`src/rtl/clk_rst_seq_if.sv`:
```
// Bundles the MMCM lock/restart inputs and the sequenced reset/status outputs.
// The master modport is the sequencer side; the slave modport is the consumer side.
interface clk_rst_seq_if #(
   parameter int N_CH        = 3,
   parameter int MAX_RETRIES = 3
);
   localparam int RW = $clog2(MAX_RETRIES + 1);

   logic            i_locked;
   logic            i_restart;
   logic            o_pll_reset;
   logic [N_CH-1:0] o_ch_reset;
   logic            o_ready;
   logic            o_fault;
   logic [RW-1:0]   o_retry_count;

   modport master (
      input  i_locked, i_restart,
      output o_pll_reset, o_ch_reset, o_ready, o_fault, o_retry_count
   );

   modport slave (
      output i_locked, i_restart,
      input  o_pll_reset, o_ch_reset, o_ready, o_fault, o_retry_count
   );
endinterface

```
`src/rtl/clk_rst_seq.sv`:
```
// MMCM bring-up sequencer: reset pulse, filtered lock wait, staggered channel release, retry/fault.
// Optional macro CLK_RST_SEQ_AUTORECOVER_EN: lock loss in RUN restarts bring-up instead of faulting.
module clk_rst_seq #(
   parameter int N_CH                = 3,
   parameter int PLL_RST_CYCLES      = 8,
   parameter int LOCK_FILTER_CYCLES  = 16,
   parameter int LOCK_TIMEOUT_CYCLES = 1000,
   parameter int CH_STAGGER_CYCLES   = 4,
   parameter int MAX_RETRIES         = 3
) (
   input  logic          i_clk,
   input  logic          i_reset,
   clk_rst_seq_if.master io_seq
);
   localparam int RW        = $clog2(MAX_RETRIES + 1);
   localparam int REL_LAST  = (N_CH - 1) * CH_STAGGER_CYCLES;
   localparam int CNT_MAX_A = (PLL_RST_CYCLES > LOCK_TIMEOUT_CYCLES) ? PLL_RST_CYCLES : LOCK_TIMEOUT_CYCLES;
   localparam int CNT_MAX   = (CNT_MAX_A > REL_LAST) ? CNT_MAX_A : REL_LAST;
   localparam int CNT_W     = $clog2(CNT_MAX + 1);
   localparam int FLT_W     = $clog2(LOCK_FILTER_CYCLES + 1);

   localparam logic [CNT_W-1:0] C_PLL_LAST  = CNT_W'(PLL_RST_CYCLES - 1);
   localparam logic [CNT_W-1:0] C_TMO       = CNT_W'(LOCK_TIMEOUT_CYCLES);
   localparam logic [CNT_W-1:0] C_REL_LAST  = CNT_W'(REL_LAST);
   localparam logic [FLT_W-1:0] C_FLT       = FLT_W'(LOCK_FILTER_CYCLES);
   localparam logic [RW-1:0]    C_RETRY_MAX = RW'(MAX_RETRIES);

   typedef enum logic [2:0] {
      S_PLL_RST,
      S_WAIT_LOCK,
      S_RELEASE,
      S_RUN,
      S_FAULT
   } state_t;

   state_t            r_state;
   logic [CNT_W-1:0]  r_cnt;
   logic [FLT_W-1:0]  r_flt;
   logic [RW-1:0]     r_retry;
   logic              r_pll_reset;
   logic [N_CH-1:0]   r_ch;
   logic              r_ready;
   logic              r_fault;
   logic              r_lock_meta;
   logic              r_lock_s;

   logic [CNT_W-1:0]  w_cnt_inc;
   logic [FLT_W-1:0]  w_flt_inc;
   logic [RW-1:0]     w_retry_inc;
   logic              w_retry_last;
   logic [N_CH-1:0]   w_rel_hit;

   assign w_cnt_inc    = r_cnt + CNT_W'(1);
   assign w_flt_inc    = r_flt + FLT_W'(1);
   assign w_retry_inc  = r_retry + RW'(1);
   assign w_retry_last = (w_retry_inc == C_RETRY_MAX);

   // Channel k drops on the cycle the stagger counter lands on k*CH_STAGGER_CYCLES.
   for (genvar k = 0; k < N_CH; k++) begin : g_rel
      assign w_rel_hit[k] = (k == 0) ? 1'b0 : (w_cnt_inc == CNT_W'(k * CH_STAGGER_CYCLES));
   end

   always_ff @(posedge i_clk or posedge i_reset) begin
      if (i_reset) begin
         r_lock_meta <= 1'b0;
         r_lock_s    <= 1'b0;
      end else begin
         r_lock_meta <= io_seq.i_locked;
         r_lock_s    <= r_lock_meta;
      end
   end

   always_ff @(posedge i_clk or posedge i_reset) begin
      if (i_reset) begin
         r_state     <= S_PLL_RST;
         r_cnt       <= '0;
         r_flt       <= '0;
         r_retry     <= '0;
         r_pll_reset <= 1'b1;
         r_ch        <= '1;
         r_ready     <= 1'b0;
         r_fault     <= 1'b0;
      end else if (io_seq.i_restart) begin
         r_state     <= S_PLL_RST;
         r_cnt       <= '0;
         r_flt       <= '0;
         r_retry     <= '0;
         r_pll_reset <= 1'b1;
         r_ch        <= '1;
         r_ready     <= 1'b0;
         r_fault     <= 1'b0;
      end else begin
         case (r_state)
            S_PLL_RST: begin
               if (r_cnt == C_PLL_LAST) begin
                  r_state     <= S_WAIT_LOCK;
                  r_cnt       <= '0;
                  r_flt       <= '0;
                  r_pll_reset <= 1'b0;
               end else begin
                  r_cnt <= w_cnt_inc;
               end
            end
            S_WAIT_LOCK: begin
               // Filter completion beats a coincident timeout.
               if (r_lock_s && (w_flt_inc == C_FLT)) begin
                  r_state <= S_RELEASE;
                  r_cnt   <= '0;
                  r_flt   <= '0;
                  r_ch[0] <= 1'b0;
               end else if (w_cnt_inc == C_TMO) begin
                  r_state     <= w_retry_last ? S_FAULT : S_PLL_RST;
                  r_fault     <= w_retry_last;
                  r_retry     <= w_retry_inc;
                  r_cnt       <= '0;
                  r_flt       <= '0;
                  r_pll_reset <= 1'b1;
               end else begin
                  r_cnt <= w_cnt_inc;
                  r_flt <= r_lock_s ? w_flt_inc : '0;
               end
            end
            S_RELEASE: begin
               if (!r_lock_s) begin
                  r_state     <= w_retry_last ? S_FAULT : S_PLL_RST;
                  r_fault     <= w_retry_last;
                  r_retry     <= w_retry_inc;
                  r_cnt       <= '0;
                  r_pll_reset <= 1'b1;
                  r_ch        <= '1;
               end else if (r_cnt == C_REL_LAST) begin
                  r_state <= S_RUN;
                  r_ready <= 1'b1;
               end else begin
                  r_cnt <= w_cnt_inc;
                  r_ch  <= r_ch & ~w_rel_hit;
               end
            end
            S_RUN: begin
               if (!r_lock_s) begin
                  r_ch        <= '1;
                  r_ready     <= 1'b0;
                  r_pll_reset <= 1'b1;
                  r_cnt       <= '0;
`ifdef CLK_RST_SEQ_AUTORECOVER_EN
                  r_state     <= S_PLL_RST;
                  r_retry     <= '0;
`else
                  r_state     <= S_FAULT;
                  r_fault     <= 1'b1;
`endif
               end
            end
            S_FAULT: begin
               r_pll_reset <= 1'b1;
               r_ch        <= '1;
               r_fault     <= 1'b1;
            end
            default: begin
               r_state     <= S_PLL_RST;
               r_cnt       <= '0;
               r_pll_reset <= 1'b1;
               r_ch        <= '1;
               r_ready     <= 1'b0;
            end
         endcase
      end
   end

   assign io_seq.o_pll_reset   = r_pll_reset;
   assign io_seq.o_ch_reset    = r_ch;
   assign io_seq.o_ready       = r_ready;
   assign io_seq.o_fault       = r_fault;
   assign io_seq.o_retry_count = r_retry;
endmodule

```
`src/flat_wrapper.sv`:
```
// flat-port wrapper written by rule: the top's interface ports become plain ports
module clk_rst_seq_flat 
#(
   parameter int N_CH                = 3,
   parameter int PLL_RST_CYCLES      = 8,
   parameter int LOCK_FILTER_CYCLES  = 16,
   parameter int LOCK_TIMEOUT_CYCLES = 1000,
   parameter int CH_STAGGER_CYCLES   = 4,
   parameter int MAX_RETRIES         = 3
)
  (i_clk, i_reset, io_seq_i_locked, io_seq_i_restart, io_seq_o_pll_reset, io_seq_o_ch_reset, io_seq_o_ready, io_seq_o_fault, io_seq_o_retry_count);
  clk_rst_seq_if #(.N_CH(N_CH), .MAX_RETRIES(MAX_RETRIES)) io_seq_i ();
  input  logic i_clk;
  input  logic i_reset;
  input wire logic [$bits(io_seq_i.i_locked)-1:0] io_seq_i_locked;
  input wire logic [$bits(io_seq_i.i_restart)-1:0] io_seq_i_restart;
  output wire logic [$bits(io_seq_i.o_pll_reset)-1:0] io_seq_o_pll_reset;
  output wire logic [$bits(io_seq_i.o_ch_reset)-1:0] io_seq_o_ch_reset;
  output wire logic [$bits(io_seq_i.o_ready)-1:0] io_seq_o_ready;
  output wire logic [$bits(io_seq_i.o_fault)-1:0] io_seq_o_fault;
  output wire logic [$bits(io_seq_i.o_retry_count)-1:0] io_seq_o_retry_count;
  assign io_seq_i.i_locked = io_seq_i_locked;
  assign io_seq_i.i_restart = io_seq_i_restart;
  assign io_seq_o_pll_reset = io_seq_i.o_pll_reset;
  assign io_seq_o_ch_reset = io_seq_i.o_ch_reset;
  assign io_seq_o_ready = io_seq_i.o_ready;
  assign io_seq_o_fault = io_seq_i.o_fault;
  assign io_seq_o_retry_count = io_seq_i.o_retry_count;
  clk_rst_seq #(.N_CH(N_CH), .PLL_RST_CYCLES(PLL_RST_CYCLES), .LOCK_FILTER_CYCLES(LOCK_FILTER_CYCLES), .LOCK_TIMEOUT_CYCLES(LOCK_TIMEOUT_CYCLES), .CH_STAGGER_CYCLES(CH_STAGGER_CYCLES), .MAX_RETRIES(MAX_RETRIES)) u_core (.i_clk(i_clk), .i_reset(i_reset), .io_seq(io_seq_i));
endmodule
```
`config.mk`:
```
export PLATFORM = sky130hd
export DESIGN_NAME = clk_rst_seq_flat
export DESIGN_NICKNAME = d
export VERILOG_FILES = /design/src/rtl/clk_rst_seq_if.sv /design/src/rtl/clk_rst_seq.sv /design/src/flat_wrapper.sv
export SDC_FILE = /design/constraint.sdc
export NUM_CORES = 1
export LEC_CHECK = 0
export CORE_MARGIN = 5
export CORE_UTILIZATION = 50
export DETAILED_ROUTE_END_ITERATION = 12
export PLACE_DENSITY = 0.72
export SLEW_MARGIN = 40
export SYNTH_ARGS = -nofsm -noshare
export SYNTH_HDL_FRONTEND = slang
export SYNTH_SLANG_ARGS = --single-unit
```
`constraint.sdc`:
```
create_clock -name i_clk -period 2.7 [get_ports i_clk]
set_input_delay 0.54 -clock i_clk [delete_from_list [all_inputs] [get_ports i_clk]]
set_output_delay 0.54 -clock i_clk [all_outputs]
set_load 0.02 [all_outputs]
```
## After elaboration in Yosys (flattened, before gate mapping)

Index checks and enable logic that the tools add are counted.

| storage, ports and cells | value |
|---|---|
| output and inout bits | 8 |
| flip-flop bits (word level) | 28 |
| bits of input ports | 4 |

| operators by class | value |
|---|---|
| reductions and logical operators | 17 |
| add/sub/neg operators | 3 |
| muxes and demuxes | 51 |
| eq/ne operators | 27 |
| bitwise logic cells | 2 |

Operators by type and width:

| operator | count |
|---|---|
| $mux W10 | 7 |
| $pmux W10 S5 | 1 |
| $mux W3 | 12 |
| $mux W5 | 5 |
| $eq A10 B3 Y1 const B | 2 |
| $eq A10 B4 Y1 const B | 2 |
| $reduce_and A4 Y1 | 4 |
| $ne A3 B2 Y1 const B | 5 |
| $pmux W3 S5 | 1 |
| $mux W1 | 14 |
| $ne A3 B3 Y1 const B | 4 |
| $add A10 B1 Y10 const B | 1 |
| $eq A10 B10 Y1 const B | 1 |
| $pmux W5 S2 | 1 |
| $reduce_and A5 Y1 | 2 |
| $mux W2 | 4 |
| $ne A4 B4 Y1 const B | 2 |
| $pmux W1 S4 | 2 |
| $eq A3 B2 Y1 const B | 2 |
| $pmux W1 S3 | 2 |
| $pmux W2 S3 | 1 |
| $reduce_and A3 Y1 | 2 |
| $reduce_bool A3 Y1 | 2 |
| $add A5 B1 Y5 const B | 1 |
| 17 further kinds | 20 |

## Longest topological paths before layout

Gate-level depths: netlist of the first run.

| depth | value |
|---|---|
| depth after elaboration | 8 |
| gate-level depth with buffers | 8 |
| depth with buffers taken out | 8 |

## Least setup slack after synthesis of the first run

OpenSTA, ideal clock, no wires.

| path | value |
|---|---|
| path type | register -> register |
| start | register u_core.r_cnt[0] |
| end | register u_core.r_flt[0] |
| data required time | 2.575 ns |
| period minus slack after synthesis | 2.119 ns |
| arrival | 1.994 ns |
| slack | 0.581 ns |
| stages on the path, launching flop included | 8 |
| path buffers | 0 |
| path through | dfrtp_1 -> ha_1 -> nand3_2 -> xnor2_1 -> a2111oi_4 -> nand3_2 -> and3_4 -> mux2_2 |

| on the way | value |
|---|---|
| cells in the longest elaborated chain, start to end | 6 |
| elaborated cells on any way between the ends | 9 |
| classes of those cells | add/sub: 1; eq/ne: 3; mux: 4; reduce/logical: 1 |

RTL lines:

| what | line | source |
|---|---|---|
| start, declared | clk_rst_seq.sv:37 | `logic [CNT_W-1:0] r_cnt;` |
| start signal, assigned | clk_rst_seq.sv:101 | `r_cnt <= w_cnt_inc;` |
| start signal, assigned | clk_rst_seq.sv:119 | `r_cnt <= w_cnt_inc;` |
| start signal, assigned | clk_rst_seq.sv:135 | `r_cnt <= w_cnt_inc;` |
| $add A10 B1 Y10 | clk_rst_seq.sv:53 | `assign w_cnt_inc = r_cnt + CNT_W'(1);` |
| $eq A10 B10 Y1 | clk_rst_seq.sv:111 | `end else if (w_cnt_inc == C_TMO) begin` |
| $mux W5 | clk_rst_seq.sv:111 |  |
| $mux W5 | clk_rst_seq.sv:106 | `if (r_lock_s && (w_flt_inc == C_FLT)) begin` |
| $pmux W5 S2 | clk_rst_seq.sv:93 | `case (r_state)` |
| $mux W5 | clk_rst_seq.sv:83 | `end else if (io_seq.i_restart) begin` |
| end signal, assigned | clk_rst_seq.sv:120 | `r_flt <= r_lock_s ? w_flt_inc : '0;` |
| end, declared | clk_rst_seq.sv:38 | `logic [FLT_W-1:0] r_flt;` |

Parallel ways exist; a longest one is shown, timed or not.
A chain may end at the register's enable or synchronous reset.

## Worst setup path in the final report of the first run

| path | value |
|---|---|
| start | register u_core.r_cnt[1] |
| end | register u_core.r_cnt[6] |

| on the way | value |
|---|---|
| cells in the longest elaborated chain, start to end | 6 |
| elaborated cells on any way between the ends | 13 |
| classes of those cells | add/sub: 1; eq/ne: 4; mux: 7; reduce/logical: 1 |

RTL lines:

| what | line |
|---|---|
| $add A10 B1 Y10 | clk_rst_seq.sv:53 |
| $eq A10 B10 Y1 | clk_rst_seq.sv:111 |
| $mux W10 | clk_rst_seq.sv:111 |
| $mux W10 | clk_rst_seq.sv:106 |
| $pmux W10 S5 | clk_rst_seq.sv:93 |
| $mux W10 | clk_rst_seq.sv:83 |

Parallel ways exist; a longest one is shown, timed or not. The select of a mux whose other input is x is not followed.

==> flow_metrics.env, run 1 <==
export IMPL_fin_crit_ns=2.47
export IMPL_wirelength_um=4430
export IMPL_finalSetupTns_ns=0
export IMPL_rsz0062_at_grt="false"
export IMPL_p_switching_w=0.000292
export IMPL_synth_cells=222
export IMPL_intPower_w=0.000736
export IMPL_synth_seq_area_share=0.359
export IMPL_ys_warn_count=0
export IMPL_final_cells=282
export IMPL_start_util=0.525
export IMPL_fin_area_mm2=0.00220
export IMPL_gr_total_overflow=0
export IMPL_root_buffer="clkbuf_8"
export IMPL_cts_hold_buf=0
export IMPL_seqPwrFrac=0.469
export IMPL_final_nets=245
export IMPL_finalClockSkew_ns=0.00865
export IMPL_relSlewSlack=0.668
export IMPL_drtAntennaViolNets=0
export IMPL_irDropWorstVdd_uv=390
export IMPL_hpwl_um=3110
export IMPL_clock_path_buffers=2
export IMPL_cp_slowest_cell="a2111oi_4"
export IMPL_synth_enable_flop_cells=0
export IMPL_period_share=0.916
export IMPL_criticalPathCategory="flop to flop"
export IMPL_drcViolationCount=0
export IMPL_place_ws_ns=0.199
export IMPL_critPathMostFrequentCell="nand3_2"
export IMPL_slew_violations=0
export IMPL_pwr_share_clk=0.329
export IMPL_worst_pin_slew_ns=0.496
export IMPL_use_met1=0.238
export IMPL_top_usage_layer="met2"
export IMPL_gr_usage_all_layers=0.172
export IMPL_area_delta_synth_final_pct=11.8
export IMPL_synth_ff_type="dfrtp_1"
export IMPL_syn_area_mm2=0.00197
export IMPL_dr_pass1_iters=4
export IMPL_die_h_um=72.7
export IMPL_cp_cell_sequence="ha_1 > nand3_2 > xnor2_1 > a2111oi_4 > nand3_2 > a21oi_2 > o21ai_0"
export IMPL_design_power_total_w=0.00103
export IMPL_place_area_mm2=0.00213
export IMPL_clkLatencyLatePin_ns=0.28
export IMPL_worstHoldPathType="flop to flop"
export IMPL_cellLeakagePower_nw=0.905
export IMPL_use_met2=0.275
export IMPL_numPlacedInstances=278
export IMPL_ctsResizeCount=0
export IMPL_cp_max_fo=7
export IMPL_ys_ff_latch=28
export IMPL_viasPerCell=6.09
export IMPL_p_sw_frac=0.284
export IMPL_start_kind="flop"
export IMPL_cts_setup_buffers=0
export IMPL_die_area_mm2=0.00529
export IMPL_placementRows=22
export IMPL_cp_required_ns=2.85
export IMPL_setup_viol=0
export IMPL_drive_above_1_share=0.150
export IMPL_grt_pass1_wl_um=7270
export IMPL_arrival_ns=2.62
export IMPL_final_common_cell="nand2_1"
export IMPL_p_comb_frac=0.201
export IMPL_num_antenna_cells=0
export IMPL_maxCapViolCount=0
export IMPL_clock_sinks=28
export IMPL_endpoint_kind="flop"
export IMPL_grt_pass1_vias=1507
export IMPL_clkTransAtPathRegs_ns=0.10
export IMPL_outcome="complete, no violations"
export IMPL_slowest_delay_ns=0.46
export IMPL_vias=1716
export IMPL_synth_cell_types=62
export IMPL_coreArea_mm2=0.00374
export IMPL_final_cell_mix="nand2_1, dfrtp_1, nor2_1"
export IMPL_p_per_area_mw_per_mm2=468
export IMPL_worst_slack_ns=0.226
export IMPL_numCtsBuffers=3
export IMPL_grt_antenna_before_repair=0
export IMPL_htree_num_levels=1
export IMPL_synth_net_count=232
export IMPL_async_flop_share=1.00
export IMPL_dr_first_iter_drc_count=160
export IMPL_max_freq_mhz=404
export IMPL_place_congestion=0.866
export IMPL_grtUsageMet3=0.0344
export IMPL_cts_tree="built"
export IMPL_ios=12
export IMPL_wl_per_cell_um=15.7
export IMPL_grt_max_degree=29
export IMPL_placement_io_buffers=11
export IMPL_syn_area_per_cell_um2=8.86
export IMPL_hold_viol_final=0
export IMPL_die_w_um=72.7
## power groups by stage
| stage | Clock, W | Combinational, W | Sequential, W |
|---|---|---|---|
| after floorplan | 0 | 0.000148 | 0.000486 |
| after global placement | 0 | 0.000203 | 0.000488 |
| after detailed placement | 0 | 0.000207 | 0.000490 |
| after CTS | 0.000346 | 0.000208 | 0.000482 |
| after global routing | 0.000364 | 0.000227 | 0.000488 |
| final | 0.000339 | 0.000207 | 0.000482 |
## worst paths after layout
kind,startpoint,to,slack [ns],cells past startpoint
worst max-delay path,u_core.r_cnt[1],u_core.r_cnt[6],0.23,7
worst min-delay path,u_core.r_lock_meta,u_core.r_lock_s,0.36,0
worst max register to register,u_core.r_cnt[1],u_core.r_cnt[6],0.23,7
worst min register to register,u_core.r_lock_meta,u_core.r_lock_s,0.36,0
max in group asynchronous,i_reset,u_core.io_seq.o_pll_reset,1.78,3
min in group asynchronous,i_reset,u_core.r_flt[4],0.61,3
## state kept, by name (all words and copies together) (netlist names)
register                     cells
u_core.r_cnt                    10
u_core.r_flt                     5
u_core.io_seq.o_ch_reset         3
u_core.r_state                   3
u_core.io_seq.o_retry_count      2
u_core.io_seq.o_fault            1
u_core.io_seq.o_pll_reset        1
u_core.io_seq.o_ready            1
u_core.r_lock_meta               1
u_core.r_lock_s                  1
## synthesized netlist by cell type (all sizes together), types with 3 or more instances
library cell / count / area, µm²
clkbuf: 4 / 17.5
nor2: 16 / 60.1
and3: 3 / 25.0
nor4: 3 / 33.8
inv: 11 / 41.3
o21ai: 11 / 58.8
a31oi: 3 / 25.0
ha: 6 / 75.1
nor2b: 3 / 18.8
dfrtp: 24 / 601
o32ai: 3 / 26.3
nor3: 12 / 70.1
buf: 6 / 45.0
dfstp: 4 / 105
xnor2: 4 / 35.0
nand4: 5 / 31.3
mux2i: 4 / 40.0
a21oi: 11 / 58.8
nand3: 11 / 70.1
nor3b: 3 / 22.5
a22o: 5 / 45.0
and2: 4 / 25.0
o22ai: 4 / 31.3
nand2: 31 / 116
## cell families (layout without fill, tap and decap cells)
kind of cell	count (synthesis)	in the layout	synth area share
muxes	5	5	0.0261
AOI/OAI and AO/OA	55	55	0.219
buffers and inverters	21	33	0.0528
and+or+nand+nor	101	101	0.279
adders and majority gates	6	6	0.0382
DFF	28	28	0.359
xor gates and xnor gates	6	6	0.0267
## routing by layer
layer  part of all wire  vias to the layer above  wire (µm)
met1               0.48                      825       2130
met2               0.47                       48       2060
met5                  0                        -          0
met4             0.0086                        0         38
li1                   -                      839          -
met3              0.045                        4        198
## critical path: cells and delay by family (launching register included)
| family | cells | cell delay [ns] |
|---|---|---|
| flops | 1 | 0.45 |
| fa+ha+maj | 1 | 0.34 |
| xor+xnor | 1 | 0.21 |
| compound gates | 3 | 0.97 |
| simple gates | 2 | 0.37 |
## stage by stage
stage               utilization  hold slack (ns)
floorplan                     -            0.331
global placement          0.568            0.336
detailed placement        0.568            0.338
CTS                       0.587            0.361
global route              0.587            0.381
finish                    0.587            0.359
## area by class of cell
cell class / count / area [µm²]
Fill cell: 344 / 1550
Multi-Input combinational cell: 173 / 1160
Sequential cell: 28 / 706
Timing Repair Buffer: 18 / 163
Tap cell: 48 / 60.1
Clock buffer: 3 / 41.3
Inverter: 11 / 41.3
Clock inverter: 1 / 30.0
Note: power is estimated with default switching activity, not from simulation.
==> run 2, diff against run 1 <==
--- a/config.mk
+++ b/config.mk
@@ -7,7 +7,7 @@
 export LEC_CHECK = 0
 export CORE_MARGIN = 5
-export CORE_UTILIZATION = 50
+export CORE_UTILIZATION = 55
 export DETAILED_ROUTE_END_ITERATION = 12
-export PLACE_DENSITY = 0.72
+export PLACE_DENSITY = 0.78
 export SLEW_MARGIN = 40
 export SYNTH_ARGS = -nofsm -noshare
==> constraint.sdc (replaced) <==
create_clock -name i_clk -period 2.7 [get_ports i_clk]
set_input_delay 0.54 -clock i_clk [delete_from_list [all_inputs] [get_ports i_clk]]
set_output_delay 0.54 -clock i_clk [all_outputs]
set_load 0.05 [all_outputs]
==> run 2 against run 1 <==
  * Count of clock-buffer cells in the layout grew 1
  * Register-to-register slack is essentially flat
  * First-iteration DRC count grew 16%
  * Largest cell class unchanged
  * Largest power group unchanged
==> flow_metrics.env, run 2 (same netlist as run 1, synthesis figures left out) <==
export IMPL_outcome="complete, no violations"
export IMPL_setup_viol=0
export IMPL_slew_violations=0
export IMPL_met1_length_um=1930
export IMPL_numCtsBuffers=3
export IMPL_largest_register_ffs=10
export IMPL_grt_max_degree=29
export IMPL_vias=1700
export IMPL_finalSetupTns_ns=0
export IMPL_start_util=0.580
export IMPL_dr_first_iter_drc_count=185
export IMPL_max_freq_mhz=405
export IMPL_clkLatencyLatePin_ns=0.33
export IMPL_relSlewSlack=0.663
export IMPL_rsz0062_at_grt="false"
export IMPL_cp_required_ns=2.91
export IMPL_place_congestion=0.884
export IMPL_finalClockSkew_ns=0.00608
export IMPL_regMostFlops="u_core.r_cnt"
export IMPL_endpoint_kind="flop"
export IMPL_cts_tree="built"
export IMPL_hpwl_um=3190
export IMPL_hold_viol_final=0
export IMPL_cts_hold_buf=0
export IMPL_worstHoldPathType="flop to flop"
export IMPL_drcViolationCount=0
export IMPL_arrival_ns=2.68
export IMPL_clock_path_buffers=2
export IMPL_start_kind="flop"
export IMPL_criticalPathCategory="flop to flop"
export IMPL_met2_length_um=2100
export IMPL_timing_rr_start="u_core.r_cnt[1]"
export IMPL_clkTransAtPathRegs_ns=0.15
export IMPL_viasPerCell=6.05
export IMPL_drive_above_1_share=0.153
export IMPL_final_common_cell="nand2_1"
export IMPL_cp_max_fo=7
export IMPL_placementRows=21
export IMPL_grt_pass1_wl_um=7470
export IMPL_gr_usage_all_layers=0.185
export IMPL_top_regs="u_core.r_cnt x10, u_core.r_flt x5"
export IMPL_dr_pass1_iters=5
export IMPL_cellLeakagePower_nw=0.894
export IMPL_wirelength_um=4270
export IMPL_ios=12
export IMPL_crit_start="u_core.r_cnt[1]"
export IMPL_p_per_area_mw_per_mm2=426
export IMPL_gr_total_overflow=0
export IMPL_htree_num_levels=1
export IMPL_area_delta_synth_final_pct=10.2
export IMPL_routed_top_layer="met4"
export IMPL_fin_crit_ns=2.47
export IMPL_die_area_mm2=0.00487
export IMPL_final_nets=246
export IMPL_min_delay_start="u_core.r_lock_meta"
export IMPL_wl_per_cell_um=15.2
export IMPL_num_antenna_cells=0
export IMPL_maxCapViolCount=0
export IMPL_wl_met3_um=202
export IMPL_coreArea_mm2=0.00339
export IMPL_ctsResizeCount=0
export IMPL_root_buffer="clkbuf_4"
export IMPL_period_share=0.914
export IMPL_die_w_um=69.8
export IMPL_final_cell_mix="nand2_1, dfrtp_1, nor2_1"
export IMPL_worst_pin_slew_ns=0.504
export IMPL_grt_pass1_vias=1643
export IMPL_clock_sinks=28
export IMPL_placement_io_buffers=11
export IMPL_irDropWorstVdd_uv=320
export IMPL_grt_antenna_before_repair=0
export IMPL_cts_setup_buffers=0
export IMPL_drtAntennaViolNets=0
export IMPL_die_h_um=69.8
export IMPL_fin_util=0.640
## run 2: cell count changes in the layout (fill, tap and decap cells not counted), sizes merged
cell,change
clkbuf,+1
buf,+1
bufinv,-1
## run 2: cell type report
cell class                 count  area, µm²
tap                           46       57.6
sequential                    28        706
inverter                      11       41.3
fill                         282       1220
timing repair buffer          19        170
multi-input combinational    173       1160
clock buffer                   4       36.3
## run 2: worst paths after layout
path,slack (ns),endpoint,depth (start not counted)
setup / recovery,0.23,u_core.r_cnt[6],7
hold / removal,0.37,u_core.r_lock_s,0
setup reg to reg,0.23,u_core.r_cnt[6],7
hold reg to reg,0.37,u_core.r_lock_s,0
max in group asynchronous,1.86,u_core.io_seq.o_pll_reset,3
min in group asynchronous,0.54,u_core.r_flt[3],3
## run 2: worst max-delay path: stages (launching register included)
cell,delay (ns)
dfrtp_1,0.47
ha_1,0.35
nand3_2,0.15
xnor2_1,0.20
a2111oi_4,0.44
nand3_2,0.20
a21oi_2,0.35
o21ai_0,0.18
## run 2: report_power, final
part	internal [W]	switching, W	total (W)	leakage (nW)
Combinational	0.0000919	0.000139	0.000231	0.504
Sequential	0.000446	0.0000362	0.000483	0.368
Clock	0.0000827	0.000127	0.000210	0.0210
Total	0.000621	0.000302	0.000923	0.894
## run 2: per-stage QoR
step / setup slack, ns / hold WS [ns] / instance area [µm²] / total power (W) / cells
after detailed placement: 0.180 / 0.337 / 2130 / 0.000720 / 277
after CTS: 0.259 / 0.371 / 2170 / 0.000929 / 281
final: 0.232 / 0.368 / 2170 / 0.000923 / 281
after global placement: 0.236 / 0.333 / 2130 / 0.000711 / 277
after floorplan: 0.581 / 0.331 / 1970 / 0.000654 / 222
after global routing: 0.105 / 0.380 / 2170 / 0.000975 / 281
## run 2: metal layers
| metal | vias to the layer above | global-route usage |
|---|---|---|
| met5 | - | 0 |
| met4 | 0 | 0.0447 |
| met3 | 4 | 0.0377 |
| li1 | 840 | - |
| met2 | 41 | 0.303 |
| met1 | 815 | 0.249 |
